===== config.mk =====
export PLATFORM = sky130hd
export DESIGN_NAME = pipelined_shifter_flat
export DESIGN_NICKNAME = d
export VERILOG_FILES = /design/src/rtl/pipelined_shifter_pkg.sv /design/src/rtl/pipelined_shifter_if.sv /design/src/rtl/pipelined_shifter_stage.sv /design/src/rtl/pipelined_shifter.sv /design/src/flat_wrapper.sv
export SDC_FILE = /design/constraint.sdc
export NUM_CORES = 1
export LEC_CHECK = 0
export ABC_AREA = 0
export CORE_ASPECT_RATIO = 1.25
export CORE_MARGIN = 8
export CORE_UTILIZATION = 25
export CTS_CLUSTER_SIZE = 10
export DETAILED_ROUTE_END_ITERATION = 8
export GPL_TIMING_DRIVEN = 0
export HOLD_SLACK_MARGIN = 0.02
export PLACE_DENSITY = 0.5
export SLEW_MARGIN = 20
export SYNTH_ARGS = -nofsm -noshare
export SYNTH_HDL_FRONTEND = slang
export SYNTH_SLANG_ARGS = --single-unit
export TNS_END_PERCENT = 30

===== constraint.sdc =====
create_clock -name clk -period 2.7 [get_ports clk]
set_input_delay 0.27 -clock clk [delete_from_list [all_inputs] [get_ports clk]]
set_output_delay 0.27 -clock clk [all_outputs]
set_load 0.01 [all_outputs]

===== src/rtl/pipelined_shifter_pkg.sv =====
`default_nettype none
// ============================================================================
//  Module      : shifter_pkg
//  Description : Shared definitions for the pipelined barrel shifter: shift
//                mode encodings, a constant-evaluable clog2, and the layout
//                of the per-stage payload word.
//  Revision    : 1.0 - initial release
// ============================================================================
package shifter_pkg;

    localparam int MODE_BITS = 3;

    localparam logic [MODE_BITS-1:0] MODE_SRA  = 3'b000;
    localparam logic [MODE_BITS-1:0] MODE_SRL  = 3'b001;
    localparam logic [MODE_BITS-1:0] MODE_SLL  = 3'b010;
    localparam logic [MODE_BITS-1:0] MODE_SLL2 = 3'b011;
    localparam logic [MODE_BITS-1:0] MODE_ROR  = 3'b100;
    localparam logic [MODE_BITS-1:0] MODE_ROL  = 3'b101;

    function automatic int clog2(input int value);
        int result;
        int v;
        result = 0;
        v      = value - 1;
        while (v > 0) begin
            result = result + 1;
            v      = v >> 1;
        end
        return result;
    endfunction

    // Payload word, MSB to LSB: {valid, mode, amt, data, carry}.
    // The carry bit is resolved from the original operand before the first
    // mux level, so it only has to ride along with the data afterwards.
    function automatic int payload_bits(input int width);
        return 1 + MODE_BITS + clog2(width) + width + 1;
    endfunction

endpackage
`default_nettype wire


===== src/rtl/pipelined_shifter_if.sv =====
`default_nettype none
// ============================================================================
//  Module      : pipelined_shifter_if
//  Description : Operation/result handshake bundle of the pipelined shifter.
//                slave  : shifter side (takes operations, drives results)
//                master : producer/consumer side
//  Ports       : in_valid/in_ready/in_mode/in_a/in_b   operation channel
//                out_valid/out_ready/out_result/flags  result channel
//  Revision    : 1.0 - initial release
// ============================================================================
interface pipelined_shifter_if #(
    parameter int WIDTH = 32
) ();

    logic             in_valid;
    logic             in_ready;
    logic [2:0]       in_mode;
    logic [WIDTH-1:0] in_a;
    logic [WIDTH-1:0] in_b;
    logic             out_valid;
    logic             out_ready;
    logic [WIDTH-1:0] out_result;
    logic             out_zero;
    logic             out_carry;
    logic             out_neg;
    logic             out_ovf;

    modport slave (
        input  in_valid, in_mode, in_a, in_b, out_ready,
        output in_ready, out_valid, out_result, out_zero, out_carry, out_neg, out_ovf
    );

    modport master (
        output in_valid, in_mode, in_a, in_b, out_ready,
        input  in_ready, out_valid, out_result, out_zero, out_carry, out_neg, out_ovf
    );

endinterface
`default_nettype wire


===== src/rtl/pipelined_shifter_stage.sv =====
`default_nettype none
// ============================================================================
//  Module      : shifter_stage
//  Description : One register slice of the barrel shifter. Applies mux levels
//                LO..HI (level k shifts/rotates by 2**k when amt[k] is set)
//                to the incoming payload and registers the result.
//  Ports       : clk    clock
//                rst    synchronous clear of the slice (valid and data)
//                hold   keep the current contents (pipeline stall)
//                d_in   payload from the previous slice
//                q_out  registered payload to the next slice
//  Revision    : 1.0 - initial release
// ============================================================================
module shifter_stage
    import shifter_pkg::*;
#(
    parameter int WIDTH = 32,
    parameter int LO    = 0,
    parameter int HI    = 0
) (
    input  wire logic                        clk,
    input  wire logic                        rst,
    input  wire logic                        hold,
    input  wire logic [payload_bits(WIDTH)-1:0] d_in,
    output logic      [payload_bits(WIDTH)-1:0] q_out
);

    localparam int SHW = clog2(WIDTH);

    typedef struct packed {
        logic                 valid;
        logic [MODE_BITS-1:0] mode;
        logic [SHW-1:0]       amt;
        logic [WIDTH-1:0]     data;
        logic                 carry;
    } payload_t;

    payload_t         w_in;
    payload_t         w_next;
    payload_t         r_q;
    logic [WIDTH-1:0] w_lvl [LO:HI+1];

    // Single mux level. Arithmetic right shifts keep filling with the top
    // bit, which is still the original sign bit at every level.
    function automatic logic [WIDTH-1:0] apply_level(
        input logic [WIDTH-1:0]     data,
        input logic [MODE_BITS-1:0] mode,
        input int                   level
    );
        int step;
        step = 1 << level;
        case (mode)
            MODE_SRA:            apply_level = $signed(data) >>> step;
            MODE_SRL:            apply_level = data >> step;
            MODE_SLL, MODE_SLL2: apply_level = data << step;
            MODE_ROR:            apply_level = (data >> step) | (data << (WIDTH - step));
            MODE_ROL:            apply_level = (data << step) | (data >> (WIDTH - step));
            default:             apply_level = data;
        endcase
    endfunction

    assign w_in     = d_in;
    assign w_lvl[LO] = w_in.data;

    for (genvar k = LO; k <= HI; k++) begin : g_level
        assign w_lvl[k+1] = w_in.amt[k] ? apply_level(w_lvl[k], w_in.mode, k) : w_lvl[k];
    end

    always_comb begin
        w_next      = w_in;
        w_next.data = w_lvl[HI+1];
    end

    always_ff @(posedge clk) begin
        if (rst) begin
            r_q <= '0;
        end else if (!hold) begin
            r_q <= w_next;
        end
    end

    assign q_out = r_q;

endmodule
`default_nettype wire


===== src/rtl/pipelined_shifter.sv =====
`default_nettype none
// ============================================================================
//  Module      : pipelined_shifter
//  Description : Parametrised pipelined barrel shifter (SRA/SRL/SLL/ROR/ROL)
//                with valid/ready handshake, global stall and Z/C/N/V flags.
//                Operand A gives the shift amount, B gives the data.
//  Ports       : clk, rst  clock and synchronous active-high reset
//                bus       pipelined_shifter_if.slave (operation in, result out)
//  Revision    : 1.0 - initial release
// ============================================================================
module pipelined_shifter
    import shifter_pkg::*;
#(
    parameter int WIDTH  = 32,
    parameter int STAGES = 2
) (
    input wire logic             clk,
    input wire logic             rst,
    pipelined_shifter_if.slave   bus
);

    localparam int SHW = clog2(WIDTH);
    localparam int PW  = payload_bits(WIDTH);
    localparam int PER = SHW / STAGES;

    logic             w_advance;
    logic             w_hold;
    logic [SHW-1:0]   w_amt;
    logic [SHW-1:0]   w_amt_m1;
    logic [SHW-1:0]   w_amt_neg;
    logic             w_right;
    logic             w_left;
    logic             w_carry;
    logic [PW-1:0]    w_pipe [0:STAGES];
    logic [PW-1:0]    w_out;
    logic             w_out_valid;
    logic [WIDTH-1:0] w_out_data;
    logic             w_unused_fields;

    // Global stall: every slice moves together, or none does.
    assign w_advance = ~w_out_valid | bus.out_ready;
    assign w_hold    = ~w_advance;

    assign w_amt     = bus.in_a[SHW-1:0];
    assign w_amt_m1  = w_amt - SHW'(1);
    assign w_amt_neg = SHW'(0) - w_amt;   // WIDTH - n, modulo WIDTH

    // The carry is the last bit to leave B. For the rotates this equals the
    // bit that wraps around to result[WIDTH-1] (ROR) or result[0] (ROL), so
    // it can be taken from B up front just like the shifts.
    always_comb begin
        w_right = (bus.in_mode == MODE_SRA) || (bus.in_mode == MODE_SRL) ||
                  (bus.in_mode == MODE_ROR);
        w_left  = (bus.in_mode == MODE_SLL) || (bus.in_mode == MODE_SLL2) ||
                  (bus.in_mode == MODE_ROL);
        w_carry = 1'b0;
        if (w_amt != '0) begin
            if (w_right) begin
                w_carry = bus.in_b[w_amt_m1];
            end else if (w_left) begin
                w_carry = bus.in_b[w_amt_neg];
            end
        end
    end

    // Stage 0 holds while stalled, so in_valid only matters when advancing.
    assign w_pipe[0] = {bus.in_valid & ~rst, bus.in_mode, w_amt, bus.in_b, w_carry};

    for (genvar s = 0; s < STAGES; s++) begin : g_stage
        localparam int LO = s * PER;
        localparam int HI = (s == STAGES - 1) ? (SHW - 1) : (LO + PER - 1);

        shifter_stage #(
            .WIDTH (WIDTH),
            .LO    (LO),
            .HI    (HI)
        ) u_stage (
            .clk   (clk),
            .rst   (rst),
            .hold  (w_hold),
            .d_in  (w_pipe[s]),
            .q_out (w_pipe[s+1])
        );
    end

    assign w_out       = w_pipe[STAGES];
    assign w_out_valid = w_out[PW-1];
    assign w_out_data  = w_out[WIDTH:1];

    // Mode/amount are not needed past the last mux level; only the low SHW
    // bits of A select the amount.
    assign w_unused_fields = ^{w_out[PW-2:WIDTH+1], bus.in_a[WIDTH-1:SHW]};

    assign bus.in_ready   = w_advance;
    assign bus.out_valid  = w_out_valid;
    assign bus.out_result = w_out_data;
    assign bus.out_carry  = w_out[0];
    // Zero is qualified by valid so an empty/reset pipeline reports 0.
    assign bus.out_zero   = w_out_valid & ~|w_out_data;
    assign bus.out_neg    = w_out_data[WIDTH-1];
    assign bus.out_ovf    = 1'b0;

endmodule
`default_nettype wire


===== src/flat_wrapper.sv =====
// flat-port wrapper written by rule: the top's interface ports become plain ports
module pipelined_shifter_flat import shifter_pkg::*;
#(
    parameter int WIDTH  = 32,
    parameter int STAGES = 2
)
  (clk, rst, bus_in_valid, bus_in_mode, bus_in_a, bus_in_b, bus_out_ready, bus_in_ready, bus_out_valid, bus_out_result, bus_out_zero, bus_out_carry, bus_out_neg, bus_out_ovf);
  pipelined_shifter_if #(.WIDTH(WIDTH)) bus_i ();
  input wire logic clk;
  input wire logic rst;
  input wire logic [$bits(bus_i.in_valid)-1:0] bus_in_valid;
  input wire logic [$bits(bus_i.in_mode)-1:0] bus_in_mode;
  input wire logic [$bits(bus_i.in_a)-1:0] bus_in_a;
  input wire logic [$bits(bus_i.in_b)-1:0] bus_in_b;
  input wire logic [$bits(bus_i.out_ready)-1:0] bus_out_ready;
  output wire logic [$bits(bus_i.in_ready)-1:0] bus_in_ready;
  output wire logic [$bits(bus_i.out_valid)-1:0] bus_out_valid;
  output wire logic [$bits(bus_i.out_result)-1:0] bus_out_result;
  output wire logic [$bits(bus_i.out_zero)-1:0] bus_out_zero;
  output wire logic [$bits(bus_i.out_carry)-1:0] bus_out_carry;
  output wire logic [$bits(bus_i.out_neg)-1:0] bus_out_neg;
  output wire logic [$bits(bus_i.out_ovf)-1:0] bus_out_ovf;
  assign bus_i.in_valid = bus_in_valid;
  assign bus_i.in_mode = bus_in_mode;
  assign bus_i.in_a = bus_in_a;
  assign bus_i.in_b = bus_in_b;
  assign bus_i.out_ready = bus_out_ready;
  assign bus_in_ready = bus_i.in_ready;
  assign bus_out_valid = bus_i.out_valid;
  assign bus_out_result = bus_i.out_result;
  assign bus_out_zero = bus_i.out_zero;
  assign bus_out_carry = bus_i.out_carry;
  assign bus_out_neg = bus_i.out_neg;
  assign bus_out_ovf = bus_i.out_ovf;
  pipelined_shifter #(.WIDTH(WIDTH), .STAGES(STAGES)) u_core (.clk(clk), .rst(rst), .bus(bus_i));
endmodule

==> results of run 1 <==
worst reg2reg max path, cell delays in order (launching register included):
cell and delay (ns):
sky130_fd_sc_hd__dfxtp_1 0.30, sky130_fd_sc_hd__buf_4 0.15, sky130_fd_sc_hd__buf_4 0.18, sky130_fd_sc_hd__nand2b_1 0.16
sky130_fd_sc_hd__o21ai_1 0.21, sky130_fd_sc_hd__clkbuf_1 0.32, sky130_fd_sc_hd__a32oi_1 0.60, sky130_fd_sc_hd__o22ai_1 0.25
sky130_fd_sc_hd__o21ai_0 0.20, sky130_fd_sc_hd__nor4b_1 0.23
cell usage in the layout (no fill, tap or decap), types with 10 or more instances in the layout:
cell | Yosys | final
sky130_fd_sc_hd__a211oi_1 | 12 | 12
sky130_fd_sc_hd__o221ai_1 | 32 | 29
sky130_fd_sc_hd__buf_6 | 11 | 13
sky130_fd_sc_hd__nor2b_1 | 35 | 35
sky130_fd_sc_hd__buf_2 | 24 | 23
sky130_fd_sc_hd__o32a_1 | 15 | 15
sky130_fd_sc_hd__o211ai_1 | 10 | 10
sky130_fd_sc_hd__a21oi_1 | 96 | 95
sky130_fd_sc_hd__mux4_2 | 17 | 17
sky130_fd_sc_hd__nand2_1 | 117 | 117
sky130_fd_sc_hd__nand3_1 | 26 | 26
sky130_fd_sc_hd__nor3_1 | 14 | 13
sky130_fd_sc_hd__o21ai_0 | 47 | 46
sky130_fd_sc_hd__inv_1 | 12 | 12
sky130_fd_sc_hd__clkbuf_1 | 50 | 41
sky130_fd_sc_hd__dfxtp_1 | 74 | 74
sky130_fd_sc_hd__a22oi_1 | 28 | 28
sky130_fd_sc_hd__mux2i_1 | 44 | 44
sky130_fd_sc_hd__o22ai_1 | 43 | 41
sky130_fd_sc_hd__clkbuf_2 | 1 | 10
sky130_fd_sc_hd__clkdlybuf4s50_1 | 0 | 77
sky130_fd_sc_hd__nor2_1 | 85 | 85
metal layers:
layer / up-vias / global-route usage / share of wire
li1: 3949 / - / -
met1: 4044 / 0.2254 / 0.41
met2: 427 / 0.3200 / 0.48
met3: 111 / 0.02641 / 0.058
met4: 0 / 0.09606 / 0.053
met5: - / 0 / 0
through the flow:
stage	power, mW	hold slack, ns	utilization	cells	setup WS [ns]
floorplan	2.381	0.4105	-	984	0.01262
global placement	3.052	0.4443	0.2973	1457	-0.7130
detailed placement	3.053	0.4451	0.2973	1457	-0.7255
CTS	4.411	0.4533	0.3092	1473	-0.01117
global route	4.641	0.4335	0.3112	1471	-0.06706
finish	4.453	0.4267	0.3112	1471	0.01085
path summary, 6_finish.rpt:
check / from / to / slack, ns
setup / recovery: u_core.g_stage[0].u_stage.q_out[39]$_SDFFE_PP0P_ / u_core.g_stage[1].u_stage.q_out[27]$_SDFFE_PP0P_ / 0.01
hold reg to reg: u_core.g_stage[0].u_stage.q_out[41]$_SDFFE_PP0P_ / u_core.g_stage[0].u_stage.q_out[41]$_SDFFE_PP0P_ / 0.45
setup reg to reg: u_core.g_stage[0].u_stage.q_out[39]$_SDFFE_PP0P_ / u_core.g_stage[1].u_stage.q_out[27]$_SDFFE_PP0P_ / 0.01
hold / removal: bus_in_a[1] / u_core.g_stage[0].u_stage.q_out[7]$_SDFFE_PP0P_ / 0.43
timing repair:
item,in CTS,in global routing
gates resized for setup,7,27
endpoints found under the setup margin,3,29
pin swaps,1,2
cells in the mapped netlist, types with 24 or more instances:
cell and n:
sky130_fd_sc_hd__nor2b_1 35, sky130_fd_sc_hd__o221ai_1 32, sky130_fd_sc_hd__o21ai_0 47, sky130_fd_sc_hd__clkbuf_1 50, sky130_fd_sc_hd__nand2_1 117, sky130_fd_sc_hd__dfxtp_1 74
sky130_fd_sc_hd__nor2_1 85, sky130_fd_sc_hd__nand3_1 26, sky130_fd_sc_hd__mux2i_1 44, sky130_fd_sc_hd__buf_2 24, sky130_fd_sc_hd__a21oi_1 96, sky130_fd_sc_hd__a22oi_1 28
sky130_fd_sc_hd__o22ai_1 43
final cells by class:
class,count,share of cell area
buffer,99,0.06034
tap,396,0.05443
clock buffer,10,0.02625
multi-input combinational,796,0.5965
sequential,74,0.1627
inverter,13,0.005360
clock inverter,6,0.009758
timing repair buffer,77,0.08466
power by group through the flow:
stage,combinational [mW],clock (mW),sequential (mW)
after floorplan,1.03,0,1.35
after global placement,1.67,0,1.38
after detailed placement,1.67,0,1.38
after CTS,1.69,1.37,1.36
after global routing,1.84,1.42,1.38
final,1.73,1.35,1.37
cell families (layout without fill, tap and decap cells):
group	Yosys count	count (layout)	synth area share
xor gates and xnor gates	4	4	0.007252
adders and majority gates	2	2	0.003372
and+or+nand+nor	324	324	0.2074
muxes	68	68	0.1216
AOI/OAI and AO/OA	397	397	0.3831
other	1	1	0.0005054
DFF	74	74	0.1997
buffers and inverters	114	205	0.07707
==> flow_summary.toml, run 1 <==
[sta]
finalHoldViolCount = 0
tightest_slew_ns = 0.8147
timing.setup.tns_ns = 0
final-setup-viol-count = 0
final_min_period_over_clock_period = 0.9960
fmaxAchievable_mhz = 371.9
rsz0062_at_grt = "true"
fin_worst_skew_ns = 0.01145
max_slew_margin = 0.4569
maxSlewViolCount = 0
final.min_clock_period_ns = 2.689

[die]
die_h_um = 208.6
coreArea_um2 = 29250
design.die.area_um2 = 35480
initial_core_util = 0.2536
ioPinCount = 109
core.rowCount = 70
die_width_um = 170.1

[placed_design]
placedInstanceArea_um2 = 8696
dpl.hpwl_mm = 26.88
io_buffers = 77
routabilityCongestion = 1.001

[final_layout]
drive_gt1_frac = 0.1330
ff_latch_area_um2 = 1481
multi_input_comb_area_um2 = 5430
num_antenna_cells = 0
fin_nets = 1143
area_delta_synth_final_pct = 22.70
postLayoutCellArea_um2 = 9104
largest_register_ff_count = 74
fill_cells = 3233

[setup_path]
cpLargestDelayFamily = "compound AO/OA/AOI/OAI gates"
cp_slowest_stage_delay_ns = 0.59
worstPathCellList = "buf_4 -> buf_4 -> nand2b_1 -> o21ai_1 -> clkbuf_1 -> a32oi_1 -> o22ai_1 -> o21ai_0 -> nor4b_1"
critPathCaptureType = "flip-flop"
critPathArrivalTime_ns = 2.94
cp.depth = 9
critPathMostFrequentCell = "sky130_fd_sc_hd__buf_4"
worst-path-buf-inv = 3
reg2reg_depth = 9
timing.critical_path.slowest_stage_cell = "sky130_fd_sc_hd__a32oi_1"
worstPathRequired_ns = 2.95
critical_path.startpoint_type = "flip-flop"
setup.worst_path.class = "flip-flop to flip-flop"
path_max_fanout = 10

[power_and_ir_drop]
p_int_mw = 2.763
power_per_cell_area_nw_per_um2 = 489.1
vdd.ir_drop.worst_v = 0.0002134
netSwitchingFraction = 0.3795
switchingPower_mw = 1.690
p_comb_frac = 0.389
sequentialPowerShare = 0.308
power_frac_clock = 0.304
cellLeakagePower_nw = 3.240

[cts]
path_clk_slew_ns = 0.06
cts-root-to-sink-buffers = 2
cts_tree = "built"
clock_tree.htree_level_count = 3
cts_buffers = 9
root_buffer = "sky130_fd_sc_hd__clkbuf_16"
postCtsSetupBuffers = 0
cts_hold_repair.buffers = 0
clk_latency_ns = 0.35
tritoncts_num_sinks = 74

[yosys]
synthesis.area_um2 = 7420
synth-seq-cells = 74
netlist-cell-type-count = 83
synthesis.area_per_instance_um2 = 7.540
asyncSetResetFlopFracSynth = 0
synth_nets = 1057
post-synth-top-area-fraction = 0.1997
synth_sequential_area_ratio = 0.1997
synth_area_leaders = "sky130_fd_sc_hd__dfxtp_1 20%, sky130_fd_sc_hd__a21oi_1 6.5%, sky130_fd_sc_hd__mux2i_1 5.9%"
postSynthCellCount = 984
ys_warn_count = 0
synth_edf_count = 0
synthDominantAreaCellType = "sky130_fd_sc_hd__dfxtp_1"
synthFlopType = "sky130_fd_sc_hd__dfxtp_1"

[routing]
route.final.wire_length_mm = 34.15
initialDrtViolationCount = 786
drt_pass1_iterations = 6
vias = 8531
routed_wire_length_per_instance_um = 23.22
antenna_left = 0
drt_drc_violations_left = 0
via_per_inst = 5.799

[global_route]
grt_first_pass_wirelength_mm = 52.01
global_route.overflow_total = 0
grt_resource_usage_total = 0.1878
grt_pass1_vias = 8438
initial_antenna_violation_count = 0
grt_start_max_net_pins = 14

[run]
drv.max_cap_violation_count = 0

[outcome]
run_status = "finished clean"

[min_path]
timing.hold.worst.class = "primary input to flip-flop"
worstHoldPathCells = 3
Power figures use the tool's default switching activity.
==> run 2: changes to the inputs <==
CORE_UTILIZATION = 35   (was 25)
PLACE_DENSITY = 0.64   (was 0.5)
==> run 2 against run 1 <==
  * The run now ends with negative setup slack left
  * Clock-buffer cell count unchanged
  * Highest routed layer unchanged
  * Critical path depth unchanged
  * Worst hold slack got worse by 0.0037 ns
  * Clock skew decreased by 0.0029 ns
  * Sequential share of layout area increased by 0.39 points
  * Clock power decreased by 5%
  * Core utilization increased by 12 points
  * Final cell count decreased by 8.3%
  * Critical path type unchanged
  * Sequential cell count unchanged
==> flow_summary.toml, run 2 (same netlist as run 1, synthesis figures left out) <==
[sta]
max_slew_margin = 0.4477
worst_hold_slack_ns = 0.4230
worst_slack_ns = -0.08263
fin_worst_skew_ns = 0.008561
maxSlewViolCount = 0
final-setup-viol-count = 5
final.min_clock_period_ns = 2.783
tightest_slew_ns = 0.8229
finalHoldViolCount = 0
rsz0062_at_grt = "true"
fmaxAchievable_mhz = 359.4
final_min_period_over_clock_period = 1.031

[setup_path]
critPathArrivalTime_ns = 3.03
path_max_fanout = 8
setup.worst_path.class = "flip-flop to flip-flop"
r2r_slack_ns = -0.08
r2r_start = "u_core.g_stage[0].u_stage.q_out[39]$_SDFFE_PP0P_"
critPathCaptureType = "flip-flop"
r2r-end = "u_core.g_stage[1].u_stage.q_out[15]$_SDFFE_PP0P_"
reg2reg_depth = 9
worstPathRequired_ns = 2.95
critical_path.startpoint_type = "flip-flop"

[cts]
root_buffer = "sky130_fd_sc_hd__clkbuf_16"
path_clk_slew_ns = 0.06
clock_tree.htree_level_count = 3
clk_latency_ns = 0.35
cts_buffers = 9
cts_hold_repair.buffers = 0
tritoncts_num_sinks = 74
cts-root-to-sink-buffers = 2
cts_tree = "built"
postCtsSetupBuffers = 0

[final_layout]
postLayoutCellArea_um2 = 8892
layout.cells.most_common = "sky130_fd_sc_hd__nand2_1"
fill_cells = 2225
area_delta_synth_final_pct = 19.85
drive_gt1_frac = 0.1228
final_cell_mix = "117 x sky130_fd_sc_hd__nand2_1, 95 x sky130_fd_sc_hd__a21oi_1, 85 x sky130_fd_sc_hd__nor2_1"
final_util = 0.4272
num_antenna_cells = 0
fin_nets = 1144
largest_register_ff_count = 74

[routing]
via_per_inst = 6.420
vias = 8660
routed_wire_length_per_instance_um = 25.38
route.final.wire_length_mm = 34.24
drt_drc_violations_left = 0
initialDrtViolationCount = 770
drt_pass1_iterations = 8
antenna_left = 0

[placed_design]
dp_worst_setup_slack_ns = -0.6088
routabilityCongestion = 1.002
placedInstanceArea_um2 = 8543
io_buffers = 77
dpl.hpwl_mm = 26.59

[global_route]
grt_first_pass_wirelength_mm = 52.35
grt_pass1_vias = 8709
initial_antenna_violation_count = 0
grt_start_max_net_pins = 13
grt_resource_usage_total = 0.2576
global_route.overflow_total = 0

[die]
initial_core_util = 0.3564
ioPinCount = 109
die_width_um = 146.2
coreArea_um2 = 20820
die_h_um = 178.8
design.die.area_um2 = 26140
core.rowCount = 59

[min_path]
worstHoldPathCells = 3
timing.hold.worst.class = "primary input to flip-flop"
timing.hold.worst.start = "bus_in_a[1]"
min_to = "u_core.g_stage[0].u_stage.q_out[17]$_SDFFE_PP0P_"

[outcome]
run_status = "finished, violations left"
failed_checks = "negative setup slack"

[power_and_ir_drop]
cellLeakagePower_nw = 3.213
power_per_cell_area_nw_per_um2 = 491.2
vdd.ir_drop.worst_v = 0.0003070

[run]
drv.max_cap_violation_count = 0
[run 2: where the power goes]
part           switching, mW  internal (mW)
Combinational           1.02          0.713
Clock                  0.474          0.802
Sequential             0.152           1.21
Total                   1.64           2.72
[run 2: layout make-up]
| type | instances | area (µm²) | area share |
|---|---|---|---|
| clock inverters | 5 | 80.08 | 0.009005 |
| multi-input cells | 796 | 5383 | 0.6053 |
| repair buffers | 77 | 770.7 | 0.08668 |
| inverters | 13 | 48.80 | 0.005488 |
| clock buffers | 10 | 229.0 | 0.02575 |
| well taps | 274 | 342.8 | 0.03855 |
| plain buffers | 100 | 556.8 | 0.06261 |
| flip-flops and latches | 74 | 1481 | 0.1666 |
[run 2: metrics by stage]
step	TNS, ns	power [mW]	std cells
after CTS	-0.04286	4.330	1350
final	-0.2301	4.368	1349
after floorplan	0	2.381	984
after global routing	-0.5588	4.573	1349
after detailed placement	-4.559	3.046	1335
after global placement	-4.712	3.050	1335
[run 2: timing repair]
item,CTS,global route
resized for setup,6,14
pin swaps,1,1
endpoints found under the setup margin,4,20
[run 2: per-layer routing]
layer	wire length (µm)	track usage	share of wire
met5	0	0	0
met1	12920	0.2760	0.38
met4	2310	0.1828	0.067
met3	2166	0.04697	0.063
met2	16850	0.4550	0.49
[run 2: worst max-delay path: stages (launching register included)]
cell	delay, ns
sky130_fd_sc_hd__dfxtp_1	0.30
sky130_fd_sc_hd__buf_4	0.16
sky130_fd_sc_hd__inv_1	0.26
sky130_fd_sc_hd__nand2_1	0.18
sky130_fd_sc_hd__or2_2	0.30
sky130_fd_sc_hd__buf_1	0.22
sky130_fd_sc_hd__a211oi_1	0.58
sky130_fd_sc_hd__o22ai_1	0.25
sky130_fd_sc_hd__a2bb2oi_1	0.19
sky130_fd_sc_hd__a211oi_1	0.24
[run 2: how the worst max path moves through the flow]
stage,startpoint,endpoint,cells after the start
2_1_floorplan,bus_in_a[0],u_core.g_stage[0].u_stage.q_out[0]$_SDFFE_PP0P_,13
3_3_place_gp,bus_in_a[0],u_core.g_stage[0].u_stage.q_out[0]$_SDFFE_PP0P_,13
3_5_place_dp,bus_in_a[0],u_core.g_stage[0].u_stage.q_out[0]$_SDFFE_PP0P_,13
4_1_cts,bus_in_a[0],u_core.g_stage[0].u_stage.q_out[0]$_SDFFE_PP0P_,13
5_1_grt,u_core.g_stage[0].u_stage.q_out[38]$_SDFFE_PP0P_,u_core.g_stage[1].u_stage.q_out[11]$_SDFFE_PP0P_,9
6_report,u_core.g_stage[0].u_stage.q_out[39]$_SDFFE_PP0P_,u_core.g_stage[1].u_stage.q_out[15]$_SDFFE_PP0P_,9
==> run 3: changes to the inputs <==
CORE_UTILIZATION = 49   (was 35)
CTS_CLUSTER_SIZE = 12   (was 10)
PLACE_DENSITY = 0.82   (was 0.64)
==> run 3 against run 2 <==
  * The run now ends clean
  * Core utilization is 16 points higher
  * Global-route usage is 8.4 points higher
  * Worst hold slack improved by 0.0020 ns
  * Final area decreased by 0.86%
  * First-iteration DRC count increased by 3.9%
  * Setup slack gained 0.16 ns
  * Clock skew about the same
  * Power up 1.8%
  * Via count rose by 2.3%
  * Sequential power about the same
  * Highest routed layer unchanged
==> flow_summary.toml, run 3 (same netlist as run 1, synthesis figures left out) <==
[min_path]
timing.hold.worst.start = "bus_in_a[1]"
timing.hold.worst.class = "primary input to flip-flop"

[die]
initial_core_util = 0.4983
core.rowCount = 50
design.die.area_um2 = 19360
die_h_um = 153.6
coreArea_um2 = 14890
ioPinCount = 109
die_width_um = 126.1

[routing]
via_per_inst = 7.045
initialDrtViolationCount = 800
drt_drc_violations_left = 0
antenna_left = 0
drt_pass1_iterations = 6
vias = 8863
routed_wire_length_per_instance_um = 26.87
route.final.wire_length_mm = 33.80

[sta]
final-setup-viol-count = 0
worst_slack_ns = 0.07940
final_min_period_over_clock_period = 0.9706
final.min_clock_period_ns = 2.621
tightest_slew_ns = 0.8178
rsz0062_at_grt = "false"
max_slew_margin = 0.4528
worst_hold_slack_ns = 0.4250
fin_worst_skew_ns = 0.008452
maxSlewViolCount = 0
fmaxAchievable_mhz = 381.6
finalHoldViolCount = 0

[global_route]
initial_antenna_violation_count = 0
grt_resource_usage_total = 0.3417
grt_pass1_vias = 8796
global_route.overflow_total = 0
grt_start_max_net_pins = 13
grt_first_pass_wirelength_mm = 51.63

[final_layout]
fin_nets = 1144
largest_register_ff_count = 74
drive_gt1_frac = 0.1292
postLayoutCellArea_um2 = 8816
fill_cells = 1462
area_delta_synth_final_pct = 18.82
final_cell_mix = "115 x sky130_fd_sc_hd__nand2_1, 95 x sky130_fd_sc_hd__a21oi_1, 85 x sky130_fd_sc_hd__nor2_1"
num_antenna_cells = 0
layout.cells.most_common = "sky130_fd_sc_hd__nand2_1"

[placed_design]
dpl.hpwl_mm = 26.39
dp_worst_setup_slack_ns = -0.5588
placedInstanceArea_um2 = 8428
routabilityCongestion = 1.019
io_buffers = 77

[power_and_ir_drop]
cellLeakagePower_nw = 3.243
power_per_cell_area_nw_per_um2 = 504.2
report.power.total_mw = 4.445
vdd.ir_drop.worst_v = 0.0002930

[cts]
cts_buffers = 9
postCtsSetupBuffers = 0
cts_hold_repair.buffers = 0
cts_tree = "built"
clk_latency_ns = 0.34
root_buffer = "sky130_fd_sc_hd__clkbuf_16"
tritoncts_num_sinks = 74
path_clk_slew_ns = 0.06
clock_tree.htree_level_count = 3
cts-root-to-sink-buffers = 2

[setup_path]
path_max_fanout = 10
worstSetupStartpoint = "bus_in_mode[2]"
r2r_start = "u_core.g_stage[1].u_stage.q_out[41]$_SDFFE_PP0P_"
critPathCaptureType = "flip-flop"
critical_path.startpoint_type = "primary input"
worstPathRequired_ns = 2.89
setup.worst_path.class = "primary input to flip-flop"
critPathArrivalTime_ns = 2.81

[outcome]
run_status = "finished clean"

[run]
drv.max_cap_violation_count = 0
==> run 3: cell types whose count changed in the layout (fill, tap and decap cells not counted), sizes merged <==
cell / change
clkinvlp: -1
clkbuf: +2
==> run 3: through the flow <==
step / utilization / TNS, ns / instances
6_report: 0.5921 / 0 / 1258
5_1_grt: 0.5921 / 0 / 1258
4_1_cts: 0.5897 / 0 / 1259
3_5_place_dp: 0.5661 / -5.814 / 1243
3_3_place_gp: 0.5661 / -5.210 / 1243
2_1_floorplan: - / 0 / 984
==> run 3: power by group <==
part	total [mW]	internal [mW]	switching, mW
clock	1.36	0.883	0.476
combinational	1.72	0.714	1.01
sequential	1.36	1.21	0.154
==> run 3: area by class of cell <==
class                      instances  area, µm²  area share
multi-input combinational        796       5390      0.6114
sequential                        74       1481      0.1680
timing repair buffer              77      770.7     0.08743
buffer                           100      558.0     0.06330
clock buffer                      12      266.5     0.03023
tap                              182      227.7     0.02583
clock inverter                     4      72.57    0.008232
inverter                          13      48.80    0.005535
==> run 3: worst paths after layout <==
check | endpoint | slack [ns] | cells past startpoint
max | u_core.g_stage[0].u_stage.q_out[9]$_SDFFE_PP0P_ | 0.08 | 8
min | u_core.g_stage[0].u_stage.q_out[7]$_SDFFE_PP0P_ | 0.43 | 3
max reg2reg | u_core.g_stage[0].u_stage.q_out[31]$_SDFFE_PP0P_ | 0.08 | 7
min reg2reg | u_core.g_stage[1].u_stage.q_out[0]$_SDFFE_PP0P_ | 0.45 | 2
==> run 3: layer usage <==
layer  part of all wire  GRT usage  vias to the layer above
li1                   -          -                     3951
met1               0.35     0.3530                     4167
met2               0.49     0.6045                      571
met3              0.074    0.06125                      174
met4              0.083     0.2608                        0
met5                  0          0                        -
==> run 3: worst max-delay path: stages <==
cell,delay (ns)
sky130_fd_sc_hd__clkdlybuf4s50_1,0.60
sky130_fd_sc_hd__clkbuf_1,0.52
sky130_fd_sc_hd__clkbuf_2,0.39
sky130_fd_sc_hd__o22ai_1,0.12
sky130_fd_sc_hd__a22oi_1,0.48
sky130_fd_sc_hd__o221ai_1,0.23
sky130_fd_sc_hd__nand3_1,0.13
sky130_fd_sc_hd__a21oi_1,0.07
==> run 3: timing repair <==
action | in CTS | in global routing
resized for setup | 5 | 28
setup endpoints to repair | 2 | 42
pin swaps | 1 | 2
cloned | 0 | 0
